<file path="src/rtl/ins_fetch_queue_pkg.sv">
// Shared types and constants for the instruction fetch queue.
// State encoding, reset PC default, JAL predecode helper.
package ins_fetch_queue_pkg;

    localparam int XLEN = 32;
    localparam int ILEN = 32;

    localparam logic [XLEN-1:0] RST_PC_DEF = 32'h0;
    localparam logic [6:0] OPC_JAL = 7'b1101111;

    typedef enum logic [1:0] {
        ST_IDLE = 2'd0,
        ST_WAIT = 2'd1,
        ST_DROP = 2'd2
    } fetch_state_e;

    function automatic logic [XLEN-1:0] jal_imm(input logic [ILEN-1:0] w);
        return {{11{w[31]}}, w[31], w[19:12], w[20], w[30:21], 1'b0};
    endfunction

endpackage

</file>
<file path="src/rtl/fetch_fifo.sv">
// Instruction/PC FIFO with push, pop and single-cycle clear.
// Head entry is presented from storage registers, zero when empty.
module fetch_fifo
    import ins_fetch_queue_pkg::*;
#(
    parameter int DEPTH = 4
) (
    input  logic                       clk_in,
    input  logic                       rstn_in,
    input  logic                       push,
    input  logic [ILEN-1:0]            push_ins,
    input  logic [XLEN-1:0]            push_pc,
    input  logic                       pop,
    input  logic                       clear,
    output logic [$clog2(DEPTH):0]     count,
    output logic [ILEN-1:0]            head_ins,
    output logic [XLEN-1:0]            head_pc
);

    localparam int AW = $clog2(DEPTH);

    logic [ILEN-1:0] ins_mem_q [DEPTH];
    logic [XLEN-1:0] pc_mem_q  [DEPTH];
    logic [AW:0]     head_q, head_d;
    logic [AW:0]     tail_q, tail_d;
    logic [AW:0]     count_q, count_d;

    always_comb begin
        head_d  = head_q;
        tail_d  = tail_q;
        count_d = count_q;
        if (clear) begin
            head_d  = tail_q;
            count_d = '0;
        end else begin
            if (push) tail_d = tail_q + 1'b1;
            if (pop)  head_d = head_q + 1'b1;
            unique case ({push, pop})
                2'b10:   count_d = count_q + 1'b1;
                2'b01:   count_d = count_q - 1'b1;
                default: count_d = count_q;
            endcase
        end
    end

    always_ff @(posedge clk_in or negedge rstn_in) begin
        if (!rstn_in) begin
            head_q  <= '0;
            tail_q  <= '0;
            count_q <= '0;
        end else begin
            head_q  <= head_d;
            tail_q  <= tail_d;
            count_q <= count_d;
        end
    end

    // Storage needs no reset: entries are only visible while counted.
    always_ff @(posedge clk_in) begin
        if (push && !clear) begin
            ins_mem_q[tail_q[AW-1:0]] <= push_ins;
            pc_mem_q[tail_q[AW-1:0]]  <= push_pc;
        end
    end

    assign count    = count_q;
    assign head_ins = (count_q != '0) ? ins_mem_q[head_q[AW-1:0]] : '0;
    assign head_pc  = (count_q != '0) ? pc_mem_q[head_q[AW-1:0]]  : '0;

endmodule

</file>
<file path="src/rtl/ins_fetch_queue.sv">
// Fetch front end: PC owner, single-outstanding icache requester, FIFO.
// Define FETCH_PREDECODE_JAL_EN to follow JAL targets at push time.
module ins_fetch_queue
    import ins_fetch_queue_pkg::*;
#(
    parameter int              DEPTH  = 4,
    parameter logic [XLEN-1:0] RST_PC = RST_PC_DEF
) (
    input  logic            clk_in,
    input  logic            rstn_in,
    input  logic            rdy_in,
    output logic            icache_req,
    output logic [XLEN-1:0] icache_addr,
    input  logic            icache_gnt,
    input  logic            icache_rvalid,
    input  logic [ILEN-1:0] icache_rdata,
    input  logic            stall_in,
    input  logic            jump_flg,
    input  logic [XLEN-1:0] jump_pc,
    output logic            ins_flg,
    output logic [ILEN-1:0] ins,
    output logic [XLEN-1:0] pc
);

    localparam int CW = $clog2(DEPTH) + 1;

    fetch_state_e    state_q, state_d;
    logic [XLEN-1:0] fetch_pc_q, fetch_pc_d;
    logic [XLEN-1:0] pc_step;
    logic            live_q;
    logic [CW-1:0]   count;
    logic            push, pop, clear;

    always_comb begin
`ifdef FETCH_PREDECODE_JAL_EN
        if (icache_rdata[6:0] == OPC_JAL) pc_step = jal_imm(icache_rdata);
        else                              pc_step = 32'd4;
`else
        pc_step = 32'd4;
`endif
    end

    // Request stays low in reset and until the first edge after release.
    assign icache_req = live_q & rdy_in & ~jump_flg
                      & (state_q == ST_IDLE) & (count < CW'(DEPTH));
    assign icache_addr = fetch_pc_q;
    assign ins_flg = rdy_in & ~jump_flg & ~stall_in & (count != '0);
    assign pop = ins_flg;

    always_comb begin
        state_d    = state_q;
        fetch_pc_d = fetch_pc_q;
        push       = 1'b0;
        clear      = 1'b0;
        if (rdy_in) begin
            if (jump_flg) begin
                fetch_pc_d = jump_pc;
                clear      = 1'b1;
                unique case (state_q)
                    ST_WAIT: state_d = icache_rvalid ? ST_IDLE : ST_DROP;
                    ST_DROP: state_d = icache_rvalid ? ST_IDLE : ST_DROP;
                    default: state_d = ST_IDLE;
                endcase
            end else begin
                unique case (state_q)
                    ST_IDLE: begin
                        if (icache_req && icache_gnt) state_d = ST_WAIT;
                    end
                    ST_WAIT: begin
                        if (icache_rvalid) begin
                            push       = 1'b1;
                            fetch_pc_d = fetch_pc_q + pc_step;
                            state_d    = ST_IDLE;
                        end
                    end
                    ST_DROP: begin
                        if (icache_rvalid) state_d = ST_IDLE;
                    end
                    default: state_d = ST_IDLE;
                endcase
            end
        end
    end

    always_ff @(posedge clk_in or negedge rstn_in) begin
        if (!rstn_in) begin
            state_q    <= ST_IDLE;
            fetch_pc_q <= RST_PC;
            live_q     <= 1'b0;
        end else begin
            state_q    <= state_d;
            fetch_pc_q <= fetch_pc_d;
            live_q     <= 1'b1;
        end
    end

    fetch_fifo #(.DEPTH(DEPTH)) u_fifo (
        .clk_in   (clk_in),
        .rstn_in  (rstn_in),
        .push     (push),
        .push_ins (icache_rdata),
        .push_pc  (fetch_pc_q),
        .pop      (pop),
        .clear    (clear),
        .count    (count),
        .head_ins (ins),
        .head_pc  (pc)
    );

endmodule

</file>
<file path="config.mk">
export PLATFORM = sky130hd
export DESIGN_NAME = ins_fetch_queue
export DESIGN_NICKNAME = d
export VERILOG_FILES = /design/src/rtl/ins_fetch_queue_pkg.sv /design/src/rtl/fetch_fifo.sv /design/src/rtl/ins_fetch_queue.sv
export SDC_FILE = /design/constraint.sdc
export NUM_CORES = 1
export LEC_CHECK = 0
export CORE_ASPECT_RATIO = 2
export CORE_MARGIN = 3
export CORE_UTILIZATION = 49
export DETAILED_ROUTE_END_ITERATION = 12
export MAX_ROUTING_LAYER = met4
export PLACE_DENSITY = 0.75
export SYNTH_ARGS = -nofsm -noshare
export SYNTH_HDL_FRONTEND = slang
export SYNTH_SLANG_ARGS = --single-unit
</file>
<file path="constraint.sdc">
create_clock -name clk_in -period 3.2 [get_ports clk_in]
set_clock_uncertainty 0.1 [all_clocks]
set_input_delay 0.8 -clock clk_in [delete_from_list [all_inputs] [get_ports clk_in]]
set_output_delay 0.8 -clock clk_in [all_outputs]
set_load 0.02 [all_outputs]
</file>
==> results of run 1 <==
-- per-layer routing --
metal | GRT usage (%) | vias to the layer above
li1 | - | 3246
met1 | 22.8 | 3671
met2 | 39.9 | 231
met3 | 2.12 | 69
met4 | 8.84 | 0
met5 | - | -
-- kinds of logic after synthesis --
logic type | count (synthesis)
other cells | 1
mux | 76
buf+inv | 46
flops | 298
fa+ha+maj | 8
compound gates | 91
simple gates | 187
xor+xnor | 6
-- cell type report --
cell class,instances,share of cell area (%)
flip-flops and latches,298,55.7
multi-input cells,369,21.5
clock inverters,16,1.24
repair buffers,225,14.4
inverters,8,0.191
well taps,332,2.65
clock buffers,31,4.40
-- cell usage after synthesis, types with 2 or more instances --
library cell / number / area (um2)
edfxtp_1: 256 / 7690
nor2b_1: 66 / 413
mux4_2: 64 / 1440
nand2_1: 46 / 173
dfrtp_1: 42 / 1050
clkbuf_1: 24 / 90.1
a21oi_1: 23 / 115
o22ai_1: 20 / 125
o21ai_0: 15 / 75.1
mux2i_1: 11 / 110
nand4_1: 11 / 68.8
nand3_1: 10 / 50.1
nor2_1: 10 / 37.5
nor3_1: 8 / 40.0
a31oi_1: 7 / 43.8
and2_1: 7 / 43.8
ha_1: 7 / 87.6
inv_1: 7 / 26.3
and3_1: 6 / 37.5
buf_2: 6 / 30.0
buf_1: 4 / 15.0
o211ai_1: 4 / 30.0
or3_1: 4 / 25.0
or4_1: 4 / 30.0
a22oi_1: 3 / 22.5
nand2b_1: 3 / 18.8
nor3b_1: 3 / 22.5
xnor2_1: 3 / 26.3
xor2_1: 3 / 26.3
a21o_1: 2 / 15.0
a31o_2: 2 / 17.5
a41o_1: 2 / 20.0
clkbuf_8: 2 / 27.5
o31ai_1: 2 / 15.0
o32ai_1: 2 / 17.5
-- final timing paths --
| check | from | end | slack [ns] | depth (start not counted) |
|---|---|---|---|---|
| worst max-delay path | u_fifo.head_q[0]$_DFFE_PN0P_ | pc[21] | 0.07 | 6 |
| worst min-delay path | rstn_in | icache_addr[12]$_DFFE_PN0P_ | 0.21 | 1 |
| worst max register to register | icache_addr[2]$_DFFE_PN0P_ | icache_addr[24]$_DFFE_PN0P_ | 0.69 | 7 |
| worst min register to register | u_fifo.tail_q[1]$_DFFE_PN0P_ | u_fifo.head_q[1]$_DFFE_PN0P_ | 0.45 | 2 |
| max in group asynchronous | rstn_in | icache_addr[19]$_DFFE_PN0P_ | 1.97 | 3 |
| min in group clk_in | u_fifo.tail_q[1]$_DFFE_PN0P_ | u_fifo.head_q[1]$_DFFE_PN0P_ | 0.45 | 2 |
-- report_power, final --
part | internal [mW] | switching, mW
logic | 1.90 | 1.99
clock network | 1.87 | 1.35
registers | 4.40 | 0.260
total | 8.17 | 3.60
-- state kept, by name, indices dropped and copies added (netlist names) --
register and cells:
state_q 2, live_q 1, u_fifo.pc_mem_q 128, icache_addr 32, u_fifo.tail_q 2, u_fifo.count 3, u_fifo.head_q 2, u_fifo.ins_mem_q 128
-- timing repair --
item,CTS,global route
buffers inserted,9,0
endpoints found under the setup margin,65,27
cloned,2,1
endpoints found under the hold margin,0,0
resized for setup,126,19
-- stage by stage --
step,power (mW),instances
after floorplan,6.96,713
after global placement,8.72,1220
after detailed placement,8.76,1220
after CTS,11.9,1278
after global routing,12.3,1279
final,11.8,1279
==> results_dict.tcl, run 1 <==
set metrics [dict create \
    slew_viol_final 0 \
    chipHeight_um 230 \
    fin_util_pct 63.8 \
    wl_met1_um 9940 \
    hold_path.class "input pin to asynchronous set/reset pin" \
    synthXorXnorAreaFrac_pct 0.427 \
    ant_nets 0 \
    highest_layer "met4" \
    clock_sinks 298 \
    synthArstFlopShare_pct 14.1 \
    grt-ovfl-total 0 \
    setup_ws_ns 0.0702 \
    dpl.hpwl_um 18100 \
    period_needed_ns 3.13 \
    synth_mux_area_share_pct 12.7 \
    setup_tns_ns 0 \
    yosys_register_bits 298 \
    cp.required_ns 2.30 \
    tritoncts "yes" \
    ys_warn_count 0 \
    grt_pass1_wl_um 43100 \
    drc 0 \
    worstMarginPinSlew_ns 0.829 \
    core_um2 24600 \
    ys_seq_area_share_pct 71.0 \
    cts_buffer_depth 3 \
    dieArea_um2 27200 \
    via_count 7217 \
    pin_count 169 \
    syn_nets 792 \
    max_clock_freq_mhz 320 \
    vias_per_cell 5.64 \
    post-route-period-util_pct 97.8 \
    first_pass_iters 5 \
    hold_ws_ns 0.205 \
    clockRootBuffer "clkbuf_16" \
    clkTransAtPathRegs_ns 0.07 \
    synth_top_family_by_area "multiplexers" \
    cp.buffers_inverters 4 \
    start_kind "flip-flop" \
    synth_area_um2 12300 \
    layout_common_cells "edfxtp_1, clkdlybuf4s50_1, nor2b_1" \
    status "finished clean" \
    grtUsageTotal_pct 21.3 \
    fillers 1775 \
    worstSkewPairLatency_ns 0.53 \
    h-tree-depth 1 \
    crit_slowest_cell "dfrtp_4" \
    start_util_pct 49.9 \
    gp_congestion 0.876 \
    grt_max_degree 65 \
    port_buffers 168 \
    die_x_um 118 \
    synth_compound_area_share_pct 4.65 \
    final-hold-violation-count 0 \
    grt_pass1_vias 7564 \
    dr_wl_met3_um 1040 \
    dp_slack_ns -0.0827 \
    crit_type "flip-flop to output pin" \
    p_per_area_nw_per_um2 750 \
    cellLeakagePower_nw 5.49 \
    slowest_delay_ns 0.54 \
    netlist_instances 713 \
    row_count 81 \
    slew_headroom_pct 44.4 \
    stdcell_area_um2 15700 \
    cp_max_fo 7 \
    antennaDiodeCount 0 \
    synthAdderAreaFrac_pct 0.875 \
    drt-wirelength-per-cell_um 21.9 \
    cts_made_buffers 26 \
    crit_chain "buf_6, buf_16, buf_4, mux4_2, nor2b_1, buf_2" \
    power.ir.vdd_worst_v 0.000538 \
    synth_ff_type "edfxtp_1" \
    postSynthAreaPerCell_um2 17.3 \
    multi_input_area_um2 3370 \
    synth-simple-area-share_pct 8.55 \
    critPathCaptureType "output pin" \
    layout-drive-gt1-share_pct 21.4 \
    cpLargestDelayFamily "buffers and inverters" \
    area_growth_pct 27.6 \
    ctsHoldBuffers 0 \
    critPathArrivalTime_ns 2.23 \
    rsz0062_at_grt "yes" \
    drtIter0Drc 455 \
    yosysUniqueCellTypes 59 \
    nNetsFinal 1007 \
    wirelength_um 27900 \
    grt_antenna_before_repair 0 \
    dpl_cell_area_um2 14800 \
    setup_violations 0 \
    synth_enable_flop_cells 256 \
    final_common_cell "edfxtp_1" \
    drv_cap 0 \
    wl_met2_um 15800 \
    register_area_um2 8750 \
]
Note: power is estimated with default switching activity, not from simulation.
==> run 2, diff against run 1 <==
Settings changed: GPL_TIMING_DRIVEN from default to 0.
==> results_dict.tcl, run 2 (same netlist as run 1, synthesis figures left out) <==
set metrics [dict create \
    die_x_um 118 \
    p_per_area_nw_per_um2 791 \
    chipHeight_um 230 \
    post-route-period-util_pct 100 \
    tritoncts "yes" \
    dp_slack_ns -0.453 \
    core_um2 24600 \
    vias_per_cell 5.61 \
    dieArea_um2 27200 \
    period_needed_ns 3.20 \
    grtUsageTotal_pct 20.9 \
    pin_count 169 \
    first_pass_iters 5 \
    start_util_pct 49.9 \
    grt_max_degree 50 \
    worstSkewPairLatency_ns 0.53 \
    fin_util_pct 65.1 \
    grt_pass1_wl_um 42500 \
    dpl.hpwl_um 18500 \
    multi_input_area_um2 3520 \
    clkTransAtPathRegs_ns 0.07 \
    port_buffers 167 \
    worstSetupStartpoint "u_fifo.head_q[0]$_DFFE_PN0P_" \
    drv_cap 0 \
    via_count 7213 \
    final-hold-violation-count 0 \
    drt-wirelength-per-cell_um 21.7 \
    r2r_start "state_q[1]$_DFFE_PN0P_" \
    hold_path.class "input pin to asynchronous set/reset pin" \
    finalNonFillerCells 1285 \
    nNetsFinal 1015 \
    gp_congestion 0.858 \
    h-tree-depth 1 \
    drtIter0Drc 449 \
    slew_viol_final 0 \
    grt-ovfl-total 0 \
    max_clock_freq_mhz 312 \
    fillers 1758 \
    register_area_um2 8740 \
    layout_common_cells "edfxtp_1, clkdlybuf4s50_1, mux4_2" \
    critPathCaptureType "output pin" \
    antennaDiodeCount 0 \
    cp_max_fo 7 \
    power.ir.vdd_worst_v 0.000389 \
    ant_nets 0 \
    setup_violations 1 \
    wirelength_um 27800 \
    rsz0062_at_grt "yes" \
    start_kind "flip-flop" \
    row_count 81 \
    grt_antenna_before_repair 0 \
    layout-drive-gt1-share_pct 25.0 \
    status "complete, but fails checks" \
    drc 0 \
    clock_sinks 298 \
    setup_ws_ns -0.00476 \
    cellLeakagePower_nw 5.66 \
    violations "setup timing" \
    crit_type "flip-flop to output pin" \
    slew_headroom_pct 40.2 \
    stdcell_area_um2 16000 \
    critPathArrivalTime_ns 2.30 \
    cts_made_buffers 26 \
    clockRootBuffer "clkbuf_16" \
    cts_buffer_depth 3 \
    grt_pass1_vias 7439 \
    final_common_cell "edfxtp_1" \
    worstMarginPinSlew_ns 0.889 \
    dp_cells 1217 \
    area_growth_pct 30.4 \
    dpl_cell_area_um2 14500 \
    cp.required_ns 2.30 \
]
-- run 2: through the flow --
step,TNS (ns),power (mW),hold WS (ns)
floorplan,0,6.96,0.398
global placement,-250.44,8.62,0.424
detailed placement,-39.03,8.67,0.428
CTS,-0.207,12.1,0.162
global route,-0.687,13.2,0.188
finish,-0.00476,12.7,0.163
-- run 2: layout make-up --
| type | instances | share of cell area [%] |
|---|---|---|
| inverters | 8 | 0.195 |
| well taps | 332 | 2.59 |
| clock buffers | 29 | 4.32 |
| flip-flops and latches | 298 | 54.5 |
| plain buffers | 37 | 2.04 |
| multi-input cells | 369 | 21.9 |
| clock inverters | 16 | 1.54 |
| repair buffers | 196 | 12.9 |
-- run 2: worst paths after layout --
| path | to | slack (ns) | depth (start not counted) |
|---|---|---|---|
| setup / recovery | ins[8] | -0.005 | 8 |
| hold / removal | icache_addr[17]$_DFFE_PN0P_ | 0.16 | 1 |
| setup reg to reg | u_fifo.pc_mem_q[2][6]$_DFFE_PP_ | 0.51 | 6 |
| hold reg to reg | state_q[1]$_DFFE_PN0P_ | 0.44 | 2 |
| max in group asynchronous | u_fifo.head_q[1]$_DFFE_PN0P_ | 2.32 | 2 |
| min in group clk_in | state_q[1]$_DFFE_PN0P_ | 0.44 | 2 |
-- run 2: worst max-delay path: stages, from the launching register on --
cell and delay (ns):
dfrtp_1 0.39, buf_6 0.12, buf_12 0.13, buf_12 0.15, buf_12 0.13, buf_4 0.13, mux4_2 0.40, nor2b_1 0.14
buf_2 0.17
-- run 2: repair_timing --
action	in CTS	in global routing
cloned	1	2
resized for setup	238	102
endpoints found under the setup margin	66	39
hold buffers	0	0
pin swaps	0	0
buffers inserted	7	15
-- run 2: power by group --
part           internal [mW]  switching (mW)
registers               4.39           0.230
clock network           2.05            1.37
logic                   2.38            2.26
-- run 2: metal layers --
layer / part of all wire (%) / global-route usage [%] / routed length [um]
met1: 36 / 22.8 / 9970
met2: 57 / 39.0 / 15800
met3: 3.8 / 1.80 / 1060
met5: 0 / - / 0
met4: 3.5 / 8.37 / 979
==> run 3, diff against run 2 <==
Settings changed: CAP_MARGIN from default to 20, CORE_UTILIZATION 49 to 51, CTS_BUF_LIST from default to sky130_fd_sc_hd__clkbuf_4, CTS_CLUSTER_DIAMETER from default to 40, PLACE_DENSITY 0.75 to 0.78.
==> results_dict.tcl, run 3 (same netlist as run 1, synthesis figures left out) <==
set metrics [dict create \
    status "finished clean" \
    start_util_pct 52.3 \
    drv_cap 0 \
    start_kind "flip-flop" \
    power.ir.vdd_worst_v 0.000396 \
    grt_pass1_vias 7633 \
    grt_pass1_wl_um 41800 \
    power_mw 11.5 \
    cts_buffer_depth 3 \
    chipHeight_um 226 \
    first_pass_iters 4 \
    crit_chain "buf_12, buf_12, buf_6, mux4_2, nor2b_1, buf_4" \
    post-route-period-util_pct 98.3 \
    crit_slowest_cell "mux4_2" \
    slew_headroom_pct 39.6 \
    final_common_cell "edfxtp_1" \
    grt-ovfl-total 0 \
    drt-wirelength-per-cell_um 21.3 \
    final-hold-violation-count 0 \
    dp_cells 1168 \
    die_x_um 116 \
    hold_start "state_q[1]$_DFFE_PN0P_" \
    rsz0062_at_grt "yes" \
    drtIter0Drc 462 \
    dpl.hpwl_um 18500 \
    clkTransAtPathRegs_ns 0.08 \
    clock_sinks 298 \
    finalNonFillerCells 1293 \
    nNetsFinal 1043 \
    crit_path_frequent_cell "buf_12" \
    period_needed_ns 3.15 \
    setup_violations 0 \
    slew_viol_final 0 \
    cp.required_ns 2.30 \
    layout_common_cells "edfxtp_1, clkdlybuf4s50_1, clkbuf_4" \
    critPathArrivalTime_ns 2.25 \
    clockRootBuffer "clkbuf_4" \
    via_count 7390 \
    grt_max_degree 54 \
    gp_congestion 0.876 \
    p_per_area_nw_per_um2 742 \
    port_buffers 167 \
    hold_path.class "flip-flop to flip-flop" \
    cellLeakagePower_nw 5.52 \
    dieArea_um2 26100 \
    row_count 79 \
    worstSkewPairLatency_ns 0.68 \
    drc 0 \
    worstSetupStartpoint "u_fifo.head_q[0]$_DFFE_PN0P_" \
    core_um2 23500 \
    pin_count 169 \
    max_clock_freq_mhz 318 \
    h-tree-depth 2 \
    ant_nets 0 \
    cp_max_fo 9 \
    tritoncts "yes" \
    vias_per_cell 5.72 \
    worstMarginPinSlew_ns 0.899 \
    grtUsageTotal_pct 22.0 \
    critPathCaptureType "output pin" \
    slowest_delay_ns 0.48 \
    wirelength_um 27600 \
    area_growth_pct 25.7 \
    crit_type "flip-flop to output pin" \
    layout-drive-gt1-share_pct 29.2 \
    r2r_start "state_q[1]$_DFFE_PN0P_" \
    cts_made_buffers 60 \
    grt_antenna_before_repair 1 \
]
==> run 3: metal layers <==
metal	track usage [%]	vias to the layer above	wire (um)
li1	-	3372	-
met1	22.8	3681	9380
met2	40.0	263	15800
met3	3.14	74	1300
met4	10.3	0	1140
met5	-	-	0
==> run 3: final timing paths <==
path	depth (start not counted)	slack, ns	endpoint
worst max-delay path	6	0.05	pc[27]
max in group asynchronous	3	1.92	u_fifo.head_q[0]$_DFFE_PN0P_
worst min register to register	2	0.46	state_q[1]$_DFFE_PN0P_
worst max register to register	6	0.54	u_fifo.ins_mem_q[0][27]$_DFFE_PP_
min in group asynchronous	2	0.55	state_q[0]$_DFFE_PN0P_
worst min-delay path	2	0.46	state_q[1]$_DFFE_PN0P_
==> run 3: layout make-up <==
type	count	area [um2]
antenna	1	2.50
buffer	38	368
clock buffer	82	616
clock inverter	25	104
fill	1700	8070
inverter	8	31.3
multi-input combinational	369	3450
sequential	298	8740
tap	283	354
timing repair buffer	189	1790
==> run 3: what timing repair did <==
| action | in CTS | in global routing |
|---|---|---|
| gates resized for setup | 332 | 50 |
| setup buffers | 10 | 4 |
| endpoints found under the setup margin | 66 | 28 |
| hold buffers | 1 | 0 |
| gates cloned | 1 | 1 |
| hold endpoints to repair | 20 | 0 |
==> run 3: metrics by stage <==
step | instance area [um2] | setup slack (ns) | hold slack, ns | setup TNS (ns) | utilization [%]
floorplan | 12300 | 0.262 | 0.398 | 0 | -
global placement | 14300 | -0.934 | 0.420 | -249.89 | 60.9
detailed placement | 14500 | -0.474 | 0.424 | -33.96 | 61.5
CTS | 15300 | -0.0349 | 0.443 | -0.206 | 65.0
global route | 15500 | -0.0615 | 0.480 | -0.531 | 65.7
finish | 15500 | 0.0538 | 0.457 | 0 | 65.7
==> run 3: worst max-delay path: cells and delay by family, from the launching register on <==
kind	cells	cell delay, ns
buf+inv	4	0.55
mux	1	0.48
flops	1	0.40
simple gates	1	0.15
==> run 3: power by group <==
part | internal (mW) | switching [mW] | total [mW]
clock network | 1.20 | 1.35 | 2.54
logic | 2.15 | 2.15 | 4.30
registers | 4.39 | 0.234 | 4.63
